$ cat config.mk
export PLATFORM = sky130hd
export DESIGN_NAME = hazard_stall_ctrl
export DESIGN_NICKNAME = d
export VERILOG_FILES = /design/src/rtl/hazard_stall_ctrl_pkg.sv /design/src/rtl/hazard_stall_ctrl_load_use_detect.sv /design/src/rtl/hazard_stall_ctrl.sv
export SDC_FILE = /design/constraint.sdc
export NUM_CORES = 1
export LEC_CHECK = 0
export ABC_CLOCK_PERIOD_IN_PS = 3800
export BUFFER_PORTS_ARGS = -buffer_cell sky130_fd_sc_hd__buf_2
export CAP_MARGIN = 20
export CORE_AREA = 5 5 42 44
export CTS_BUF_LIST = sky130_fd_sc_hd__clkbuf_4 sky130_fd_sc_hd__clkbuf_8
export CTS_CLUSTER_DIAMETER = 60
export DETAILED_ROUTE_END_ITERATION = 16
export DIE_AREA = 0 0 47 49
export PLACE_DENSITY = 0.85
export SETUP_SLACK_MARGIN = 0.5
export SYNTH_ARGS = -nofsm -noshare
export SYNTH_HDL_FRONTEND = slang
export SYNTH_SLANG_ARGS = --single-unit
export TNS_END_PERCENT = 1
$ cat constraint.sdc
create_clock -name clk -period 3.8 [get_ports clk]
set_clock_uncertainty 0.15 [all_clocks]
set_input_delay 0.76 -clock clk [delete_from_list [all_inputs] [get_ports clk]]
set_output_delay 0.76 -clock clk [all_outputs]
set_load 0.1 [all_outputs]
$ cat src/rtl/hazard_stall_ctrl_pkg.sv
// Shared types and constants for the pipeline hazard/stall controller.
package hazard_stall_ctrl_pkg;

  typedef enum logic {
    IDLE    = 1'b0,
    BR_WAIT = 1'b1
  } state_e;

  localparam logic [1:0]  BR_NONE    = 2'b00;
  localparam int unsigned REG_AW_DEF = 5;

endpackage

$ cat src/rtl/hazard_stall_ctrl_load_use_detect.sv
// Combinational load-use comparator: the ID instruction reads the register a load in EX writes.
module load_use_detect
  import hazard_stall_ctrl_pkg::*;
#(
  parameter int unsigned REG_AW = REG_AW_DEF
) (
  input  logic [REG_AW-1:0] id_rs1,
  input  logic [REG_AW-1:0] id_rs2,
  input  logic              id_use_rs1,
  input  logic              id_use_rs2,
  input  logic              id_ex_memread,
  input  logic [REG_AW-1:0] id_ex_rd,
  output logic              lu
);

  logic w_hit_rs1;
  logic w_hit_rs2;

  assign w_hit_rs1 = id_use_rs1 && (id_rs1 == id_ex_rd);
  assign w_hit_rs2 = id_use_rs2 && (id_rs2 == id_ex_rd);
  // x0 is hardwired to zero, so a load targeting it never creates a dependency.
  assign lu = id_ex_memread && (id_ex_rd != '0) && (w_hit_rs1 || w_hit_rs2);

endmodule

$ cat src/rtl/hazard_stall_ctrl.sv
// Hazard/stall controller: branch hold with watchdog, load-use and multi-cycle EX stalls.
// Optional perf counters enabled by macro STALL_PERF_CNT_EN.
module hazard_stall_ctrl
  import hazard_stall_ctrl_pkg::*;
#(
  parameter int unsigned REG_AW     = REG_AW_DEF,
  parameter int unsigned BR_TIMEOUT = 15,
  parameter int unsigned CNT_W      = $clog2(BR_TIMEOUT + 1)
`ifdef STALL_PERF_CNT_EN
  ,
  parameter int unsigned PERF_W     = 32
`endif
) (
  input  logic              clk,
  input  logic              rst_n,
  input  logic [1:0]        branch,
  input  logic              br_resolved,
  input  logic              br_taken,
  input  logic [REG_AW-1:0] id_rs1,
  input  logic [REG_AW-1:0] id_rs2,
  input  logic              id_use_rs1,
  input  logic              id_use_rs2,
  input  logic              id_ex_memread,
  input  logic [REG_AW-1:0] id_ex_rd,
  input  logic              ex_busy,
  output logic              pc_stall,
  output logic              if_id_cstall,
  output logic              if_id_dstall,
  output logic              if_id_flush,
  output logic              id_ex_bubble,
  output logic              id_ex_stall,
`ifdef STALL_PERF_CNT_EN
  output logic [PERF_W-1:0] perf_cstall_cycles,
  output logic [PERF_W-1:0] perf_dstall_cycles,
  output logic [PERF_W-1:0] perf_flush_count,
`endif
  output logic              br_timeout_err
);

  state_e           r_state;
  state_e           w_state_nxt;
  logic [CNT_W-1:0] r_cnt;
  logic [CNT_W-1:0] w_cnt_nxt;
  logic             r_err;
  logic             w_err_set;
  logic             w_lu;
  logic             w_pc;
  logic             w_cstall;
  logic             w_dstall;
  logic             w_flush;
  logic             w_bubble;
  logic             w_idex_stall;

  load_use_detect #(
    .REG_AW(REG_AW)
  ) u_lu (
    .id_rs1       (id_rs1),
    .id_rs2       (id_rs2),
    .id_use_rs1   (id_use_rs1),
    .id_use_rs2   (id_use_rs2),
    .id_ex_memread(id_ex_memread),
    .id_ex_rd     (id_ex_rd),
    .lu           (w_lu)
  );

  always_ff @(posedge clk or negedge rst_n) begin
    if (!rst_n) begin
      r_state <= IDLE;
      r_cnt   <= '0;
      r_err   <= 1'b0;
    end else begin
      r_state <= w_state_nxt;
      r_cnt   <= w_cnt_nxt;
      r_err   <= r_err | w_err_set;
    end
  end

  always_comb begin
    w_state_nxt  = r_state;
    w_cnt_nxt    = r_cnt;
    w_err_set    = 1'b0;
    w_pc         = 1'b0;
    w_cstall     = 1'b0;
    w_dstall     = 1'b0;
    w_flush      = 1'b0;
    w_bubble     = 1'b0;
    w_idex_stall = 1'b0;
    if (ex_busy) begin
      // Whole front end freezes; a pending branch keeps its control hold.
      w_pc         = 1'b1;
      w_dstall     = 1'b1;
      w_idex_stall = 1'b1;
      w_cstall     = (r_state == BR_WAIT);
    end else begin
      if (w_lu) begin
        w_pc     = 1'b1;
        w_dstall = 1'b1;
        w_bubble = 1'b1;
      end
      unique case (r_state)
        IDLE: begin
          if ((branch != BR_NONE) && !w_lu) begin
            w_pc        = 1'b1;
            w_cstall    = 1'b1;
            w_state_nxt = BR_WAIT;
            w_cnt_nxt   = '0;
          end
        end
        BR_WAIT: begin
          if (br_resolved) begin
            w_flush     = br_taken;
            w_state_nxt = IDLE;
          end else begin
            w_pc     = 1'b1;
            w_cstall = 1'b1;
            // Watchdog: the last hold cycle still stalls, then releases as not-taken.
            if (r_cnt == CNT_W'(BR_TIMEOUT)) begin
              w_err_set   = 1'b1;
              w_state_nxt = IDLE;
            end else begin
              w_cnt_nxt = r_cnt + CNT_W'(1);
            end
          end
        end
        default: w_state_nxt = IDLE;
      endcase
    end
  end

  assign pc_stall       = rst_n & w_pc;
  assign if_id_cstall   = rst_n & w_cstall;
  assign if_id_dstall   = rst_n & w_dstall;
  assign if_id_flush    = rst_n & w_flush;
  assign id_ex_bubble   = rst_n & w_bubble;
  assign id_ex_stall    = rst_n & w_idex_stall;
  assign br_timeout_err = r_err;

`ifdef STALL_PERF_CNT_EN
  logic [PERF_W-1:0] r_perf_cstall;
  logic [PERF_W-1:0] r_perf_dstall;
  logic [PERF_W-1:0] r_perf_flush;

  always_ff @(posedge clk or negedge rst_n) begin
    if (!rst_n) begin
      r_perf_cstall <= '0;
      r_perf_dstall <= '0;
      r_perf_flush  <= '0;
    end else begin
      r_perf_cstall <= r_perf_cstall + PERF_W'(w_cstall);
      r_perf_dstall <= r_perf_dstall + PERF_W'(w_dstall);
      r_perf_flush  <= r_perf_flush + PERF_W'(w_flush);
    end
  end

  assign perf_cstall_cycles = r_perf_cstall;
  assign perf_dstall_cycles = r_perf_dstall;
  assign perf_flush_count   = r_perf_flush;
`endif

endmodule

### After elaboration in Yosys (flattened, before gate mapping)

Index checks and enable logic that the tools add are counted.

| storage, ports and cells | value |
|---|---|
| output and inout port bits | 7 |
| register bits after elaboration | 6 |
| bits of input ports | 25 |
| logic and storage cells | 55 |

| cells by class | value |
|---|---|
| bitwise operators | 9 |
| $add $sub $neg | 1 |
| eq/ne operators | 6 |
| reductions and logical operators | 10 |
| mux-type cells | 26 |

Operator list:

| operator | number |
|---|---|
| $mux 1 | 19 |
| $mux 4 | 3 |
| $eq 5x5->1 | 2 |
| $pmux 4 s2 | 1 |
| $and 1x1->1 | 6 |
| $ne 2x2->1 const B | 3 |
| $pmux 1 s2 | 3 |
| $logic_and 1x1->1 | 5 |
| $reduce_bool 5->1 | 1 |
| $add 4x1->4 const B | 1 |
| $eq 4x4->1 const B | 1 |
| $reduce_and 4->1 | 1 |
| $not 1->1 | 2 |
| $reduce_bool 2->1 | 1 |
| $logic_not 1->1 | 1 |
| $logic_or 1x1->1 | 1 |
| $or 1x1->1 | 1 |

### Logic depth before layout (Yosys ltp)

Gate-level depths: netlist of run 1.

| depth | value |
|---|---|
| depth after elaboration | 10 |
| gate-level depth with buffers | 6 |
| depth with buffers taken out | 6 |

### Hierarchy

Synthesis of run 1 repeated with hierarchy kept, for this count alone.

| second synthesis, totals | value |
|---|---|
| cell total of the unflattened synthesis | 61 |
| area, all modules | 569.3 µm² |

By module, submodules not included:

| module | instances | seq. area each (µm²) | cells an instance | area each (µm²) |
|---|---|---|---|---|
| hazard_stall_ctrl | 1 | 150.1 | 44 | 435.4 |
| load_use_detect | 1 | 0.0 | 17 | 133.9 |

### Least setup slack after synthesis of run 1

Ideal clock, no wire load.

| timing path | value |
|---|---|
| path kind | input-to-output |
| start point | in id_ex_rd[1] |
| end point | out if_id_cstall |
| arrival time | 3.791 ns |
| stages | 4 |
| setup slack | -0.901 ns |
| path buffers | 0 |
| data required time | 2.890 ns |
| cell sequence | or4_1 o21ai_2 a21oi_2 a211oi_1 |

| on the way | value |
|---|---|
| cells in the longest elaborated chain, start to end | 10 |
| elaborated cells on any way between the ends | 14 |
| classes of those cells | eq/ne (2); mux (3); bitwise (1); reduce/logical (8) |

RTL lines:

| what | RTL line | text |
|---|---|---|
| start, declared | hazard_stall_ctrl.sv:24 | `input logic [REG_AW-1:0] id_ex_rd,` |
| $eq 5x5->1, on equally long branches | hazard_stall_ctrl_load_use_detect.sv:19, hazard_stall_ctrl_load_use_detect.sv:20 |  |
| $logic_and 1x1->1, on equally long branches | hazard_stall_ctrl_load_use_detect.sv:19, hazard_stall_ctrl_load_use_detect.sv:20 |  |
| $logic_or 1x1->1 | hazard_stall_ctrl_load_use_detect.sv:22 | `assign lu = id_ex_memread && (id_ex_rd != '0) && (w_hit_rs1 \|\| w_hit_rs2);` |
| $logic_and 1x1->1 (*) | hazard_stall_ctrl_load_use_detect.sv:22 |  |
| $logic_not 1->1 (*) | hazard_stall_ctrl.sv:102 | `if ((branch != BR_NONE) && !w_lu) begin` |
| $logic_and 1x1->1 (*) | hazard_stall_ctrl.sv:102 |  |
| $mux 1 (*) | hazard_stall_ctrl.sv:102 |  |
| $pmux 1 s2 (*) | hazard_stall_ctrl.sv:100 | `unique case (r_state)` |
| $mux 1 (*) | hazard_stall_ctrl.sv:88 | `if (ex_busy) begin` |
| $and 1x1->1 (*) | hazard_stall_ctrl.sv:131 | `assign if_id_cstall = rst_n & w_cstall;` |
| end, declared | hazard_stall_ctrl.sv:27 | `output logic if_id_cstall,` |

Every way passes the cells marked *; elsewhere a longest branch is shown, timed or not.

### Final worst setup path of run 1

| timing path | value |
|---|---|
| start point | in id_ex_rd[4] |
| end point | out pc_stall |

| on the way | value |
|---|---|
| cells in the longest elaborated chain, start to end | 10 |
| elaborated cells on any way between the ends | 16 |
| classes of those cells | eq/ne (2); mux (5); bitwise (1); reduce/logical (8) |

RTL lines:

| what | RTL line | text |
|---|---|---|
| $eq 5x5->1, on equally long branches | hazard_stall_ctrl_load_use_detect.sv:19, hazard_stall_ctrl_load_use_detect.sv:20 |  |
| $logic_and 1x1->1, on equally long branches | hazard_stall_ctrl_load_use_detect.sv:19, hazard_stall_ctrl_load_use_detect.sv:20 |  |
| $logic_or 1x1->1 | hazard_stall_ctrl_load_use_detect.sv:22 |  |
| $logic_and 1x1->1 (*) | hazard_stall_ctrl_load_use_detect.sv:22 |  |
| $logic_not 1->1 | hazard_stall_ctrl.sv:102 |  |
| $logic_and 1x1->1 | hazard_stall_ctrl.sv:102 |  |
| $mux 1 | hazard_stall_ctrl.sv:102 |  |
| $pmux 1 s2 (*) | hazard_stall_ctrl.sv:100 |  |
| $mux 1 (*) | hazard_stall_ctrl.sv:88 |  |
| $and 1x1->1 (*) | hazard_stall_ctrl.sv:130 | `assign pc_stall = rst_n & w_pc;` |
| end, declared | hazard_stall_ctrl.sv:26 | `output logic pc_stall,` |

Marks and branches as above.

==> results.json, run 1 <==
{
  "drt_pass1_iterations": 4,
  "cts_tree": "built",
  "syn2layout_area_growth_pct": 39.8,
  "fp.dieW_um": 47,
  "antenna_found_initial": 0,
  "fin_crit_sh_pct": 84.9,
  "drt_iter0_markers": 12,
  "maxSlewViolCount": 0,
  "required_ns": 2.89,
  "ys_warn_count": 0,
  "vias": 584,
  "gp_congestion": 0.733,
  "antenna_left": 0,
  "maxCapViolCount": 0,
  "cts_buffers": 3,
  "die-area_um2": 2300,
  "ios": 32,
  "port_buffers": 31,
  "grt_max_degree": 15,
  "async_reset_ff_share_pct": 100,
  "die_h_um": 49,
  "fillers": 138,
  "ys_types": 31,
  "grt.total_usage_pct": 12.2,
  "numClockSinks": 6,
  "netlist_top_cells_count": "xor2_1 (8), dfrtp_1 (6), nor3_1 (4)",
  "drt_wl_total_um": 1370,
  "netlist_instances": 62,
  "setup_violations": 0,
  "ys_seq_area_share_pct": 27.5,
  "drive_gt1_share_pct": 41.5,
  "dpl_cell_area_um2": 724,
  "crit_fanout": 9,
  "core_area_um2": 1400,
  "synth-seq-cells": 6,
  "synth.top_cell.area_share_pct": 27.5,
  "via_per_inst": 5.31,
  "stdcell_count": 110,
  "syn_avg_cell_area_um2": 8.82,
  "peakVddDrop_v": 0.000144,
  "startpoint_type": "input port",
  "ctsResizeCount": 1,
  "drc": 0,
  "post_drt_wl_per_cell_um": 12.5,
  "ys.flop_type": "dfrtp_1",
  "fin_crit_ns": 3.23,
  "rows": 14,
  "start_util_pct": 39.0,
  "netlist_area_um2": 547,
  "slew_headroom_pct": 67.8,
  "crit_type": "input port to output pin",
  "cts_buffer_depth": 2,
  "fin_area_um2": 764,
  "htree_levels": 1,
  "antenna_cells": 0,
  "synth_nets": 88,
  "cts_setup_buffers": 0,
  "grt_pass1_vias": 564,
  "finalCoreUtilization_pct": 54.6,
  "critPathCaptureType": "output pin",
  "place_inst": 107,
  "yosysMostFrequentCell": "xor2_1",
  "overflow": 0,
  "dpl.hpwl_um": 1140,
  "timing.setup.tns_ns": 0,
  "fmax_mhz": 310,
  "worstPathArrival_ns": 2.32,
  "synth_edf_count": 0,
  "clk_pin_slew_ns": 0.05,
  "tightest_slew_ns": 0.486,
  "hp-class": "input port to async pin",
  "final_hold_viol_count": 0,
  "p_leak_nw": 0.354,
  "netlist_top_cells_area": "dfrtp_1 (27%), xor2_1 (13%), o41a_1 (4.1%)",
  "multiInputGateArea_um2": 399,
  "outcome": "completed",
  "yosysTopAreaCell": "dfrtp_1",
  "regArea_um2": 150,
  "root_buffer": "clkbuf_4",
  "hold_ws_ns": 0.209,
  "nNetsFinal": 122,
  "powerDensity_nw_per_um2": 351,
  "cts-hold-fix-buffers": 0,
  "grt_pass1_wl_um": 2110,
  "rsz0062_at_grt": "true",
  "clock_latency_ns": 0.24
}
[routing by layer]
layer	GRT usage (%)	share of wire, %
met2	19.0	45
met5	0	0
met4	6.91	0.36
met3	4.43	15
met1	13.7	39
[final cells by class]
type / instances / share of cell area (%)
sequential: 6 / 19.6
clock buffer: 3 / 2.95
tap: 16 / 2.62
timing repair buffer: 31 / 21.6
inverter: 2 / 0.982
multi-input combinational: 52 / 52.2
[final timing paths]
kind / startpoint / end / slack (ns) / cells past startpoint
worst max-delay path: id_ex_rd[4] / pc_stall / 0.57 / 7
worst min-delay path: rst_n / r_state / 0.21 / 1
worst max register to register: r_state / r_cnt[3] / 1.94 / 5
worst min register to register: br_timeout_err / br_timeout_err / 0.31 / 2
max in group asynchronous: rst_n / r_cnt[3] / 3.11 / 1
min in group clk: br_timeout_err / br_timeout_err / 0.31 / 2
[critical path, stage by stage]
cell and delay, ns:
buf_2 0.12, xor2_1 0.15, nor4_1 0.29, nand3_1 0.18, a21oi_4 0.31, o31a_1 0.18, clkbuf_4 0.32
[sequential cells by signal, summed over array words and instances (netlist names)]
| signal | count |
|---|---|
| r_cnt | 4 |
| r_state | 1 |
| br_timeout_err | 1 |
[cell families (layout without fill, tap and decap cells)]
group                      count (synthesis)  count (layout)  share of synthesized area [%]
buffers and inverters                      4              36                           2.75
AOI/OAI and AO/OA                         16              16                           23.6
adders and majority gates                  1               1                           2.29
xor gates and xnor gates                  10              10                           16.0
muxes                                      1               1                           2.06
and+or+nand+nor                           24              24                           25.9
DFF                                        6               6                           27.5
[cells in the final DEF, fill, tap and decap left out, types with 2 or more instances in the layout]
| cell | instances |
|---|---|
| a21oi_1 | 2 |
| a221o_1 | 2 |
| buf_2 | 27 |
| clkbuf_4 | 6 |
| dfrtp_1 | 6 |
| inv_1 | 2 |
| nand2_1 | 2 |
| nand3_1 | 3 |
| nand3b_1 | 2 |
| nand4_1 | 2 |
| nor2b_1 | 3 |
| nor3_1 | 4 |
| nor4_1 | 2 |
| o21a_1 | 2 |
| o41a_1 | 2 |
| xnor2_1 | 2 |
| xor2_1 | 8 |
[power breakdown]
group / switching, mW / leakage (nW) / internal (mW)
Clock: 0.0234 / 0.0138 / 0.0358
Sequential: 0.0190 / 0.0724 / 0.0784
Combinational: 0.0640 / 0.268 / 0.0481
Total: 0.106 / 0.354 / 0.162
[metrics by stage]
stage	power [mW]	worst slack [ns]
after floorplan	0.177	0.0649
after global placement	0.207	0.429
after detailed placement	0.208	0.392
after CTS	0.270	0.412
after global routing	0.287	0.459
final	0.269	0.572
Power figures use the tool's default switching activity.
==> run 2, diff against run 1 <==
--- a/config.mk
+++ b/config.mk
@@ -5,15 +5,16 @@
 export SDC_FILE = /design/constraint.sdc
 export NUM_CORES = 1
 export LEC_CHECK = 0
-export ABC_CLOCK_PERIOD_IN_PS = 3800
+export ABC_AREA = 1
+export ABC_CLOCK_PERIOD_IN_PS = 2910
 export BUFFER_PORTS_ARGS = -buffer_cell sky130_fd_sc_hd__buf_2
 export CAP_MARGIN = 20
-export CORE_AREA = 5 5 42 44
+export CORE_MARGIN = 5
+export CORE_UTILIZATION = 41
 export CTS_BUF_LIST = sky130_fd_sc_hd__clkbuf_4 sky130_fd_sc_hd__clkbuf_8
 export CTS_CLUSTER_DIAMETER = 60
 export DETAILED_ROUTE_END_ITERATION = 16
-export DIE_AREA = 0 0 47 49
-export PLACE_DENSITY = 0.85
+export PLACE_DENSITY = 0.86
 export SETUP_SLACK_MARGIN = 0.5
 export SYNTH_ARGS = -nofsm -noshare
 export SYNTH_HDL_FRONTEND = slang
==> constraint.sdc (replaced) <==
create_clock -name clk -period 2.91 [get_ports clk]
set_clock_uncertainty 0.15 [all_clocks]
set_input_delay 0.582 -clock clk [delete_from_list [all_inputs] [get_ports clk]]
set_output_delay 0.582 -clock clk [all_outputs]
set_load 0.1 [all_outputs]
==> results.json, run 2 <==
{
  "gp_congestion": 0.808,
  "die-area_um2": 2370,
  "numClockSinks": 6,
  "p_clk_share_pct": 22.7,
  "synth.top_cell.area_share_pct": 26.9,
  "post_drt_wl_per_cell_um": 10.7,
  "grt_pass1_wl_um": 2880,
  "vias": 764,
  "drt_pass1_iterations": 4,
  "synth_edf_count": 0,
  "netlist_top_cells_area": "nand2_1 (27%), dfrtp_1 (24%), inv_1 (10%)",
  "use_met2_pct": 26.3,
  "outcome": "completed",
  "reg2reg_slack_ns": 1.41,
  "ys_warn_count": 0,
  "drt_wl_total_um": 1690,
  "rsz0062_at_grt": "true",
  "drive_gt1_share_pct": 38.0,
  "p_sw_mw": 0.153,
  "syn2layout_area_growth_pct": 51.8,
  "pwr-share-seq_pct": 32.7,
  "setup_violations": 0,
  "critPathCaptureType": "output pin",
  "timing.setup.tns_ns": 0,
  "stdcell_count": 158,
  "peakVddDrop_v": 0.000169,
  "powerDensity_nw_per_um2": 379,
  "yosysTopAreaCell": "nand2_1",
  "tightest_slew_ns": 0.487,
  "port_buffers": 31,
  "cts_buffer_depth": 2,
  "root_buffer": "clkbuf_4",
  "maxCapViolCount": 0,
  "fin_crit_ns": 2.37,
  "final_cell_mix": "nand2_1 (43), buf_2 (26), inv_1 (15)",
  "ys_types": 18,
  "yosysMostFrequentCell": "nand2_1",
  "netlist_area_um2": 613,
  "finalCoreUtilization_pct": 64.0,
  "hold_ws_ns": 0.0282,
  "top_usage_layer": "met2",
  "die_h_um": 48.7,
  "rows": 14,
  "cts_tree": "built",
  "final_hold_viol_count": 0,
  "synth_nets": 132,
  "fp.dieW_um": 48.7,
  "largest_register": "r_cnt",
  "fin_crit_sh_pct": 81.5,
  "antenna_cells": 0,
  "ys_seq_area_share_pct": 24.5,
  "syn_avg_cell_area_um2": 5.78,
  "ys.flop_type": "dfrtp_1",
  "largest_reg_flops": 4,
  "internal_power_mw": 0.200,
  "crit_fanout": 4,
  "drc": 0,
  "required_ns": 2.18,
  "netlist_instances": 106,
  "total_power_mw": 0.353,
  "via_per_inst": 4.84,
  "synth-seq-cells": 6,
  "ios": 32,
  "fmax_mhz": 422,
  "cts_buffers": 3,
  "drt_iter0_markers": 7,
  "met1_usage_pct": 15.2,
  "rr_worst_depth": 7,
  "core_area_um2": 1450,
  "place_inst": 153,
  "grt_pass1_vias": 761,
  "grt.total_usage_pct": 15.1,
  "slew_headroom_pct": 67.8,
  "final_common_cell": "nand2_1",
  "timing.rr.end": "r_cnt[2]",
  "dpl.hpwl_um": 1390,
  "combPwrFrac_pct": 44.7,
  "overflow": 0,
  "clock_latency_ns": 0.25,
  "r2r_start": "r_cnt[0]",
  "antenna_left": 0,
  "hp-class": "input port to async pin",
  "crit_type": "input port to output pin",
  "clk_pin_slew_ns": 0.05,
  "maxSlewViolCount": 0,
  "worstPathArrival_ns": 1.64,
  "nNetsFinal": 170,
  "grt_max_degree": 10,
  "antenna_found_initial": 0,
  "power_switching_share_pct": 43.3,
  "startpoint_type": "input port",
  "async_reset_ff_share_pct": 100,
  "global_route.usage.met3_pct": 3.99,
  "cts-hold-fix-buffers": 0,
  "netlist_top_cells_count": "nand2_1 (44), inv_1 (17), nor2_1 (11)",
  "p_leak_nw": 0.561,
  "htree_levels": 1,
  "start_util_pct": 42.2
}
run 2: cell types whose count changed after synthesis, sizes merged, moves of 3 or more:
cell / previous run / this run
nand3: 3 / 7
nor2b: 3 / 0
xor2: 8 / 1
nor3: 4 / 1
nor2: 1 / 13
nand2: 2 / 45
inv: 2 / 21
nand4: 2 / 5
run 2: logic make-up after synthesis:
group                      Yosys count  share of synthesized area (%)
DFF                                  6                           24.5
AOI/OAI and AO/OA                    5                           5.30
adders and majority gates            1                           2.04
and+or+nand+nor                     72                           53.9
xor gates and xnor gates             1                           1.43
buffers and inverters               21                           12.9
run 2: final cells by class:
type / count / area (um^2)
sequential: 6 / 150
clock buffer: 3 / 22.5
timing repair buffer: 33 / 203
tap: 16 / 20.0
fill: 141 / 523
inverter: 21 / 78.8
multi-input combinational: 79 / 457
run 2: what timing repair did:
item | in CTS | in global routing
buffers inserted | 0 | 2
resized for setup | 3 | 10
pin swaps | 0 | 4
endpoints found under the setup margin | 4 | 5
gates cloned | 0 | 0
hold endpoints to repair | 0 | 0
run 2: per-stage QoR:
stage               instance area (um^2)  setup WS [ns]
floorplan                            664        -0.0292
global placement                     855          0.370
detailed placement                   855          0.321
CTS                                  885          0.443
global route                         931          0.440
finish                               931          0.539
run 2: power groups by stage:
| stage | clock (mW) | combinational [mW] | sequential (mW) |
|---|---|---|---|
| detailed placement | 0 | 0.150 | 0.116 |
| global route | 0.0890 | 0.176 | 0.117 |
| floorplan | 0 | 0.105 | 0.112 |
| global placement | 0 | 0.146 | 0.114 |
| finish | 0.0799 | 0.158 | 0.115 |
| CTS | 0.0830 | 0.153 | 0.115 |
run 2: metal layers:
layer | part of all wire (%) | routed length, um
met1 | 38 | 641
met2 | 52 | 877
met3 | 7.4 | 125
met4 | 2.7 | 46
met5 | 0 | 0
run 2: critical path: stages:
cell and delay (ns):
buf_2 0.12, inv_2 0.07, nand2_1 0.06, nand2_1 0.07, nor2_2 0.04, nand3_1 0.07, nand2_2 0.09, nand3_4 0.08
nand2_1 0.07, a21oi_2 0.19, buf_12 0.19
run 2: how the worst max path moves through the flow:
| stage | depth (start not counted) | slack, ns | end | start |
|---|---|---|---|---|
| final | 11 | 0.54 | if_id_cstall | id_ex_rd[0] |
| after global routing | 10 | 0.44 | pc_stall | id_ex_rd[4] |
| after CTS | 6 | 0.44 | if_id_cstall | r_state |
| after detailed placement | 10 | 0.32 | pc_stall | id_ex_rd[0] |
| after global placement | 10 | 0.37 | pc_stall | id_ex_rd[3] |
| after floorplan | 3 | -0.03 | pc_stall | br_resolved |
